===== src/rtl/wallace_arbiter.sv =====
`default_nettype none
// ============================================================================
// Module   : wallace_arbiter (with helper wallace_mul4)
// Brief    : Two-requester arbiter sharing one 4x4 Wallace-tree multiplier.
//            Define WALLACE_ARB_RR_EN for round-robin grant; default build is
//            fixed priority with requester 0 winning.
// Revision : 1.0  initial release
// ============================================================================

module wallace_mul4 (
    input  logic [3:0] a,
    input  logic [3:0] b,
    output logic [7:0] p
);
    // pp[i][j] = a[j] & b[i], column weight i+j
    logic [3:0][3:0] pp;

    generate
        for (genvar i = 0; i < 4; i++) begin : g_pp
            assign pp[i] = a & {4{b[i]}};
        end
    endgenerate

    function automatic logic [1:0] ha(input logic x, input logic y);
        return {x & y, x ^ y};
    endfunction

    function automatic logic [1:0] fa(input logic x, input logic y, input logic z);
        return {(x & y) | (z & (x ^ y)), x ^ y ^ z};
    endfunction

    logic w_h1a_s, w_h1a_c, w_h1b_s, w_h1b_c;
    logic w_f2_s, w_f2_c, w_f3_s, w_f3_c, w_f4_s, w_f4_c, w_f5_s, w_f5_c;
    logic [7:0] w_row_x, w_row_y;

    // First layer trims columns 3 and 4 to height three.
    assign {w_h1a_c, w_h1a_s} = ha(pp[0][3], pp[1][2]);
    assign {w_h1b_c, w_h1b_s} = ha(pp[1][3], pp[2][2]);

    // Second layer brings every column down to two rows.
    assign {w_f2_c, w_f2_s} = fa(pp[0][2], pp[1][1], pp[2][0]);
    assign {w_f3_c, w_f3_s} = fa(w_h1a_s, pp[2][1], pp[3][0]);
    assign {w_f4_c, w_f4_s} = fa(w_h1b_s, pp[3][1], w_h1a_c);
    assign {w_f5_c, w_f5_s} = fa(pp[2][3], pp[3][2], w_h1b_c);

    assign w_row_x = {1'b0, pp[3][3], w_f5_s, w_f4_s, w_f3_s, w_f2_s, pp[0][1], pp[0][0]};
    assign w_row_y = {1'b0, w_f5_c, w_f4_c, w_f3_c, w_f2_c, 1'b0, pp[1][0], 1'b0};
    assign p       = w_row_x + w_row_y;
endmodule

module wallace_arbiter (
    input  logic       clk,
    input  logic       rst_n,
    input  logic       req0_valid,
    input  logic [3:0] req0_a,
    input  logic [3:0] req0_b,
    output logic       req0_ready,
    input  logic       req1_valid,
    input  logic [3:0] req1_a,
    input  logic [3:0] req1_b,
    output logic       req1_ready,
    output logic       rsp_valid,
    input  logic       rsp_ready,
    output logic       rsp_id,
    output logic [7:0] rsp_prod,
    output logic       busy,
    output logic [7:0] done_cnt
);
    typedef enum logic [1:0] {
        IDLE = 2'd0,
        MUL  = 2'd1,
        HOLD = 2'd2
    } state_t;

    state_t     r_state, w_next;
    logic       w_pick0, w_pick1;
    logic       w_grant0, w_grant1, w_accept;
    logic [3:0] r_a, r_b;
    logic       r_id;
    logic [7:0] w_prod;
    logic       r_rsp_valid, r_rsp_id;
    logic [7:0] r_rsp_prod, r_done_cnt;

`ifdef WALLACE_ARB_RR_EN
    // r_last = 1 means requester 1 won last, so requester 0 wins next tie.
    logic r_last;
    always_ff @(posedge clk or negedge rst_n) begin
        if (!rst_n)
            r_last <= 1'b1;
        else if (w_accept)
            r_last <= w_grant1;
    end
    assign w_pick0 = req0_valid && (!req1_valid || r_last);
`else
    assign w_pick0 = req0_valid;
`endif
    assign w_pick1 = req1_valid && !w_pick0;

    always_ff @(posedge clk or negedge rst_n) begin
        if (!rst_n)
            r_state <= IDLE;
        else
            r_state <= w_next;
    end

    // Grants are qualified by rst_n so ready stays low throughout reset.
    always_comb begin
        w_next   = r_state;
        w_grant0 = 1'b0;
        w_grant1 = 1'b0;
        case (r_state)
            IDLE: begin
                w_grant0 = w_pick0 && rst_n;
                w_grant1 = w_pick1 && rst_n;
                if (w_grant0 || w_grant1)
                    w_next = MUL;
            end
            MUL:  w_next = HOLD;
            HOLD: if (rsp_ready) w_next = IDLE;
            default: w_next = IDLE;
        endcase
    end
    assign w_accept = w_grant0 | w_grant1;

    wallace_mul4 u_mul (
        .a (r_a),
        .b (r_b),
        .p (w_prod)
    );

    always_ff @(posedge clk or negedge rst_n) begin
        if (!rst_n) begin
            r_a         <= 4'd0;
            r_b         <= 4'd0;
            r_id        <= 1'b0;
            r_rsp_valid <= 1'b0;
            r_rsp_id    <= 1'b0;
            r_rsp_prod  <= 8'd0;
            r_done_cnt  <= 8'd0;
        end else begin
            if (w_accept) begin
                r_a  <= w_grant1 ? req1_a : req0_a;
                r_b  <= w_grant1 ? req1_b : req0_b;
                r_id <= w_grant1;
            end
            if (r_state == MUL) begin
                r_rsp_valid <= 1'b1;
                r_rsp_id    <= r_id;
                r_rsp_prod  <= w_prod;
            end
            if (r_state == HOLD && rsp_ready) begin
                r_rsp_valid <= 1'b0;
                r_done_cnt  <= r_done_cnt + 8'd1;
            end
        end
    end

    assign req0_ready = w_grant0;
    assign req1_ready = w_grant1;
    assign rsp_valid  = r_rsp_valid;
    assign rsp_id     = r_rsp_id;
    assign rsp_prod   = r_rsp_prod;
    assign busy       = (r_state != IDLE);
    assign done_cnt   = r_done_cnt;
endmodule
`default_nettype wire


===== config.mk =====
export PLATFORM = sky130hd
export DESIGN_NAME = wallace_arbiter
export DESIGN_NICKNAME = d
export VERILOG_FILES = /design/src/rtl/wallace_arbiter.sv
export SDC_FILE = /design/constraint.sdc
export NUM_CORES = 1
export LEC_CHECK = 0
export CAP_MARGIN = 40
export CORE_MARGIN = 3
export CORE_UTILIZATION = 53
export DETAILED_ROUTE_END_ITERATION = 10
export PLACE_DENSITY = 0.85
export SYNTH_ARGS = -nofsm -noshare
export SYNTH_HDL_FRONTEND = slang
export SYNTH_SLANG_ARGS = --single-unit

===== constraint.sdc =====
create_clock -name clk -period 7.07 [get_ports clk]
set_clock_uncertainty 0.15 [all_clocks]
set_input_delay 1.0605 -clock clk [delete_from_list [all_inputs] [get_ports clk]]
set_output_delay 1.0605 -clock clk [all_outputs]
set_load 0.1 [all_outputs]

## After elaboration in Yosys (flattened, before gate mapping)

Index checks and enable logic that the tools add are counted.

- Register bits after elaboration: 29
- Input bits: 21
- Logic and storage cells: 62

- $add $sub $neg: 2
- Equality and inequality tests: 4
- Muxes and demuxes: 9
- Bitwise operators: 29
- Reduce and logical (&&, ||, !) cells: 10

Operator list:

| cell | count |
|---|---|
| $and 4x4->4 | 4 |
| $and 1x1->1 | 10 |
| $xor 1x1->1 | 10 |
| $add 7x7->8 | 1 |
| $add 8x1->8 const B | 1 |
| $mux 4 | 2 |
| $pmux 2 s3 | 1 |
| $or 1x1->1 | 5 |
| $logic_and 1x1->1 | 4 |
| $mux 1 | 4 |
| $mux 2 | 2 |
| $ne 2x2->1 const B | 2 |
| $reduce_bool 2->1 | 2 |
| $eq 2x1->1 const B | 1 |
| $eq 2x2->1 const B | 1 |
| $logic_not 2->1 | 1 |
| $reduce_and 2->1 | 1 |
| $logic_not 1->1 | 1 |
| $logic_or 1x1->1 | 1 |

## Depth between registers and ports, before layout

Gate-level depths: netlist (run 1).

- Depth in word-level cells: 6
- Mapped depth: 9
- Depth with buffers taken out: 9

## Hierarchy

From an unflattened synthesis (run 1), not the netlist that was laid out.

- Cells, all modules: 161
- Area total of the unflattened synthesis: 1697.9 sq um

By module, submodules not included:

| module | times used | cells an instance | area each (sq um) |
|---|---|---|---|
| wallace_arbiter | 1 | 111 | 1290.0 |
| wallace_mul4 | 1 | 50 | 407.9 |

## Worst setup path after synthesis (run 1)

No wires, ideal clock.

- Path type: input port to output port
- Start: in req0_valid
- End: out req1_ready
- Arrival: 2.056 ns
- Required time: 5.859 ns
- Setup slack: 3.803 ns
- Stages on the path: 3
- Buffers on the path: 1
- Cell sequence: nand4b_1 buf_2 inv_1

- Cells in the longest elaborated chain, start to end: 4

Ends and longest elaborated chain:

| item | RTL line | source |
|---|---|---|
| start, declared | 54 | `input logic req0_valid,` |
| $logic_not 1->1 | 97 | `assign w_pick1 = req1_valid && !w_pick0;` |
| $logic_and 1x1->1 | 97 |  |
| $logic_and 1x1->1 | 114 | `w_grant1 = w_pick1 && rst_n;` |
| $mux 1 | 111 | `case (r_state)` |
| end, declared | 61 | `output logic req1_ready,` |

No other way between the ends.

## Final worst setup path (run 1)

- Start: in rst_n
- End: out req1_ready

- Cells in the longest elaborated chain, start to end: 2

Ends and longest elaborated chain:

| item | RTL line | source |
|---|---|---|
| start, declared | 53 | `input logic rst_n,` |
| $logic_and 1x1->1 | 114 |  |
| $mux 1 | 111 |  |

No other way between the ends.

==> results of run 1 <==
## sequential cells by signal (all words and copies together) (netlist names)
register	flops
r_a	4
r_state	2
rsp_id	1
r_id	1
rsp_prod	8
done_cnt	8
r_b	4
rsp_valid	1
## cell type report
cell class	instances	area (um^2)
repair buffers	63	733.2
inverters	12	45.04
flip-flops and latches	29	725.7
well taps	44	55.05
clock inverters	1	5.005
multi-input cells	109	945.9
fillers	197	555.5
clock buffers	5	37.54
## synthesized netlist by cell type, drive strengths merged
cell,number,share of area
and3,1,0.0036
fa,4,0.046
a211oi,1,0.0043
a21oi,1,0.0029
or3,1,0.0036
and2,13,0.047
o21ai,6,0.017
ha,9,0.065
and4,2,0.010
or4,1,0.0043
xnor2,7,0.035
dfrtp,29,0.42
and2b,1,0.0043
a22o,1,0.0050
and3b,1,0.0050
a21o,1,0.0043
inv,12,0.026
mux2,17,0.14
nand3,5,0.014
nand4b,1,0.0050
nand2,18,0.039
nand2b,1,0.0036
nand4,2,0.0072
a31oi,1,0.0036
and4bb,2,0.014
buf,4,0.015
xor2,2,0.010
a221oi,1,0.0050
a311oi,1,0.0050
o21a,1,0.0043
o31ai,1,0.0043
nor4bb,1,0.014
nor4b,1,0.0050
or2b,1,0.0043
nor2,3,0.0065
## worst paths after layout
kind	slack, ps	from	end	depth (start not counted)
hold reg to reg	330	rsp_prod[2]	rsp_prod[2]	2
hold / removal	330	rsp_prod[2]	rsp_prod[2]	2
min in group asynchronous	980	rst_n	r_b[1]	1
setup / recovery	2200	rst_n	req1_ready	5
setup reg to reg	4260	r_b[0]	rsp_prod[6]	9
max in group asynchronous	5090	rst_n	rsp_valid	2
## cell usage in the layout (no fill, tap or decap), types with 2 or more instances in the layout
| cell | count |
|---|---|
| nor2_1 | 3 |
| nand4_1 | 2 |
| o21ai_0 | 6 |
| dfrtp_1 | 29 |
| clkdlybuf4s50_1 | 41 |
| ha_1 | 9 |
| mux2_4 | 14 |
| mux2_2 | 3 |
| clkbuf_4 | 5 |
| and2_1 | 13 |
| nand3_1 | 5 |
| buf_8 | 21 |
| and4bb_2 | 2 |
| inv_1 | 12 |
| xor2_1 | 2 |
| fa_1 | 4 |
| and4_1 | 2 |
| xnor2_1 | 7 |
| nand2_1 | 18 |
## cells by family after synthesis
family | Yosys count | synth area share
AO/OA/AOI/OAI | 15 | 0.05600
XOR/XNOR | 9 | 0.04523
adder cells (fa/ha/maj) | 13 | 0.1106
buffers and inverters | 16 | 0.04091
flip-flops | 29 | 0.4164
multiplexers | 17 | 0.1400
AND/OR/NAND/NOR | 55 | 0.1910
## per-stage QoR
| stage | cells | area, um^2 |
|---|---|---|
| 2_1_floorplan | 154 | 1743 |
| 3_3_place_gp | 236 | 2190 |
| 3_5_place_dp | 257 | 2505 |
| 4_1_cts | 263 | 2547 |
| 5_1_grt | 263 | 2547 |
| 6_report | 263 | 2547 |
## per-layer routing
metal  vias to the layer above  global-route usage  wire, um
met4                         0             0.09164        93
met1                       705              0.2805      1697
li1                        661                   -         -
met3                        11             0.05348       204
met5                         -                   0         0
met2                        56              0.4081      2285
## worst reg2reg max path, stage by stage, from the launching register on
cell,delay (ps)
dfrtp_1,460
and2_1,200
ha_1,280
inv_1,50
fa_1,530
inv_1,40
ha_1,350
a311oi_1,130
or4_1,480
nand3_1,80
==> impl_metrics.py, run 1 <==
metrics = {
    "run_status": {
        "status": "finished, final reports clean",
    },
    "routing": {
        "drt_wl_total_um": 4281,
        "ant_nets": 0,
        "vias": 1433,
        "first_pass_iters": 4,
        "drcViolationCount": 0,
        "via_per_inst": 5.449,
        "drtIter0Drc": 71,
        "wl_per_cell_um": 16.28,
    },
    "cells_and_area": {
        "drive_gt1_frac": 0.2192,
        "final_util": 0.8210,
        "area_growth_pct": 46.16,
        "fin_nets": 254,
        "diodes": 0,
    },
    "critical_path": {
        "required_ps": 5860,
        "critPathTopFamily": "buffers and inverters",
        "critPathSlowestCell": "clkdlybuf4s50_1",
        "cp-end-kind": "primary output",
        "critPathBufInv": 4,
        "cpMostUsedCell": "clkdlybuf4s50_1",
        "path_class": "primary input to primary output",
        "path_max_fanout": 14,
        "cpPeakStageDelay_ps": 890,
        "startpoint_type": "primary input",
        "arrival_ps": 3660,
        "cp_cell_sequence": "clkdlybuf4s50_1 -> nand4b_1 -> inv_1 -> clkdlybuf4s50_1 -> buf_8",
    },
    "placed_design": {
        "dp_hpwl_um": 3411,
        "io_buffers": 41,
        "gp_congestion": 0.7911,
        "pre_cts_ws_ps": 2179,
    },
    "timing": {
        "slew_viol_final": 0,
        "layout_setup_ws_ps": 2202,
        "rsz0062_at_grt": "no",
        "relSlewSlack": 0.4254,
        "holdWs_ps": 334.8,
        "finalCritPeriodShare": 0.6885,
        "setup_viol": 0,
        "finalHoldViolCount": 0,
        "post-route-min-period_ps": 4868,
        "fin_tns_setup_ps": 0,
        "fmax_mhz": 205.4,
        "worst_pin_slew_ps": 860.6,
    },
    "floorplan": {
        "io_pins": 42,
        "rows": 20,
        "core-area_mm2": 0.003103,
        "fp.dieW_um": 63.35,
        "die-height_um": 63.35,
        "die_area_mm2": 0.004013,
        "initial_core_util": 0.5617,
    },
    "global_route": {
        "grt_antenna_before_repair": 0,
        "grt_max_degree": 19,
        "grt_pass1_vias": 1619,
        "overflow": 0,
        "grt_usage": 0.2351,
        "grt_pass1_wl_um": 7383,
    },
    "clocking": {
        "cts_htree_levels": 2,
        "cts_resized": 0,
        "insertion_delay_ps": 330,
        "numCtsBuffers": 5,
        "cts_setup_buffers": 0,
        "cts-root-buf": "clkbuf_4",
        "cts_tree": "built",
        "cts.clk_slew.worst_paths_ps": 80,
        "cts_hold_buf": 0,
        "cts_sinks": 29,
        "cts_buffer_depth": 2,
    },
    "yosys": {
        "syn_nets": 188,
        "ys_ff_latch": 29,
        "synthCells": 154,
        "ys_seq_area_frac": 0.4164,
        "yosysWarnings": 0,
        "syn_area_mm2": 0.001743,
        "avgSynthCellArea_um2": 11.32,
        "synth.distinct_cells": 37,
    },
    "hold_path": {
        "hp-class": "register to register",
    },
    "job": {
        "drv_cap": 0,
    },
}
Power of run 1 is not shown: default switching activity piles up to over one toggle a cycle in this logic, so the estimate is an artifact.
==> run 2: changes to the inputs <==
--- a/config.mk
+++ b/config.mk
@@ -7,9 +7,9 @@
 export LEC_CHECK = 0
 export CAP_MARGIN = 40
 export CORE_MARGIN = 3
-export CORE_UTILIZATION = 53
+export CORE_UTILIZATION = 49
 export DETAILED_ROUTE_END_ITERATION = 10
-export PLACE_DENSITY = 0.85
+export PLACE_DENSITY = 0.79
 export SYNTH_ARGS = -nofsm -noshare
 export SYNTH_HDL_FRONTEND = slang
 export SYNTH_SLANG_ARGS = --single-unit
==> constraint.sdc (replaced) <==
create_clock -name clk -period 4.6 [get_ports clk]
set_clock_uncertainty 0.15 [all_clocks]
set_input_delay 0.69 -clock clk [delete_from_list [all_inputs] [get_ports clk]]
set_output_delay 0.69 -clock clk [all_outputs]
set_load 0.1 [all_outputs]
==> run 2 against run 1 <==
Register-to-register slack lost 2400 ps. Cell area grew 1.7%. Clock-buffer cell count grew 2. Via count shrank 4.0%. First-iteration DRC count shrank 38%. Die area grew 7.4%.
==> impl_metrics.py, run 2 (same netlist as run 1, synthesis figures left out) <==
metrics = {
    "run_status": {
        "status": "finished, final reports clean",
    },
    "critical_path": {
        "path_max_fanout": 11,
        "arrival_ps": 2390,
        "startpoint_type": "primary input",
        "cp-end-kind": "primary output",
        "critPathSlowestCell": "clkdlybuf4s50_1",
        "cpPeakStageDelay_ps": 610,
        "critPathBufInv": 3,
        "cp_cell_sequence": "clkdlybuf4s50_1 -> nand4b_1 -> inv_1 -> buf_12",
        "critPathTopFamily": "buffers and inverters",
        "required_ps": 3760,
        "path_class": "primary input to primary output",
    },
    "cells_and_area": {
        "final_util": 0.7641,
        "layout_commonest_cell": "clkdlybuf4s50_1",
        "fin_nets": 253,
        "final_cell_mix": "clkdlybuf4s50_1 (39), dfrtp_1 (29), buf_8 (19)",
        "area_growth_pct": 48.60,
        "diodes": 0,
        "fin_cells": 266,
        "drive_gt1_frac": 0.2273,
    },
    "job": {
        "drv_cap": 0,
    },
    "floorplan": {
        "die-height_um": 65.64,
        "io_pins": 42,
        "core-area_mm2": 0.003390,
        "rows": 21,
        "initial_core_util": 0.5142,
        "fp.dieW_um": 65.64,
        "die_area_mm2": 0.004309,
    },
    "global_route": {
        "grt_antenna_before_repair": 0,
        "grt_pass1_wl_um": 6582,
        "grt_pass1_vias": 1419,
        "overflow": 0,
        "grt_usage": 0.2035,
        "grt_max_degree": 28,
    },
    "clocking": {
        "cts_tree": "built",
        "cts_htree_levels": 2,
        "cts_sinks": 29,
        "cts_resized": 0,
        "cts_setup_buffers": 0,
        "insertion_delay_ps": 330,
        "cts.clk_slew.worst_paths_ps": 90,
        "numCtsBuffers": 5,
        "cts_hold_buf": 0,
        "cts-root-buf": "clkbuf_4",
        "cts_buffer_depth": 2,
    },
    "routing": {
        "drt_wl_total_um": 3923,
        "drcViolationCount": 0,
        "vias": 1376,
        "wl_per_cell_um": 14.75,
        "via_per_inst": 5.173,
        "drtIter0Drc": 44,
        "ant_nets": 0,
        "first_pass_iters": 4,
    },
    "placed_design": {
        "io_buffers": 41,
        "gp_congestion": 0.8301,
        "dp_hpwl_um": 3081,
        "placedCellCount": 258,
    },
    "timing": {
        "fin_tns_setup_ps": 0,
        "fmax_mhz": 309.7,
        "rsz0062_at_grt": "no",
        "post-route-min-period_ps": 3229,
        "worst_pin_slew_ps": 662.0,
        "relSlewSlack": 0.5563,
        "finalCritPeriodShare": 0.7019,
        "holdWs_ps": 321.4,
        "slew_viol_final": 0,
        "finalHoldViolCount": 0,
        "setup_viol": 0,
    },
    "hold_path": {
        "hp-class": "register to register",
    },
}
[run 2: changes by cell type in the layout (fill, tap and decap cells not counted)]
cell             before  now
clkbuf_1              0    1
clkinv_2              1    0
bufinv_16             0    1
clkdlybuf4s50_1      41   39
buf_4                 1    2
buf_8                21   19
buf_12                0    2
clkbuf_8              0    1
[run 2: metrics by stage]
| step | area, um^2 | setup WS [ps] |
|---|---|---|
| floorplan | 1743 | 2031 |
| global placement | 2220 | 1410 |
| detailed placement | 2505 | 1353 |
| CTS | 2590 | 1357 |
| global route | 2590 | 1254 |
| finish | 2590 | 1371 |
[run 2: cell type report]
class	count	area (um^2)
multi-input cells	109	945.9
fillers	198	799.5
repair buffers	62	730.7
flip-flops and latches	29	725.7
well taps	46	57.56
clock buffers	7	55.05
inverters	12	45.04
clock inverters	1	30.03
[run 2: worst paths after layout]
path / start / end / slack [ps] / cells past startpoint
max reg2reg: r_b[0] / rsp_prod[6] / 1860 / 9
max in group asynchronous: rst_n / r_state[0] / 3250 / 2
min in group asynchronous: rst_n / r_b[0] / 430 / 1
min: done_cnt[7] / done_cnt[7] / 320 / 1
max: rst_n / req1_ready / 1370 / 4
min reg2reg: done_cnt[7] / done_cnt[7] / 320 / 1
[run 2: worst reg2reg max path: cells and delay by family, from the launching register on]
family	cells	cell delay [ps]
fa+ha+maj	3	1130
simple gates	3	740
flops	1	440
compound gates	1	130
buf+inv	2	90
[run 2: per-layer routing]
| layer | track usage | up-vias | share of wire | routed length, um |
|---|---|---|---|---|
| met5 | 0 | - | 0 | 0 |
| met4 | 0.1036 | 0 | 0.024 | 96 |
| met3 | 0.04103 | 9 | 0.038 | 150 |
| met2 | 0.3417 | 42 | 0.50 | 1977 |
| met1 | 0.2451 | 666 | 0.43 | 1699 |
| li1 | - | 659 | - | - |
Power of run 2 is left out for the same reason.
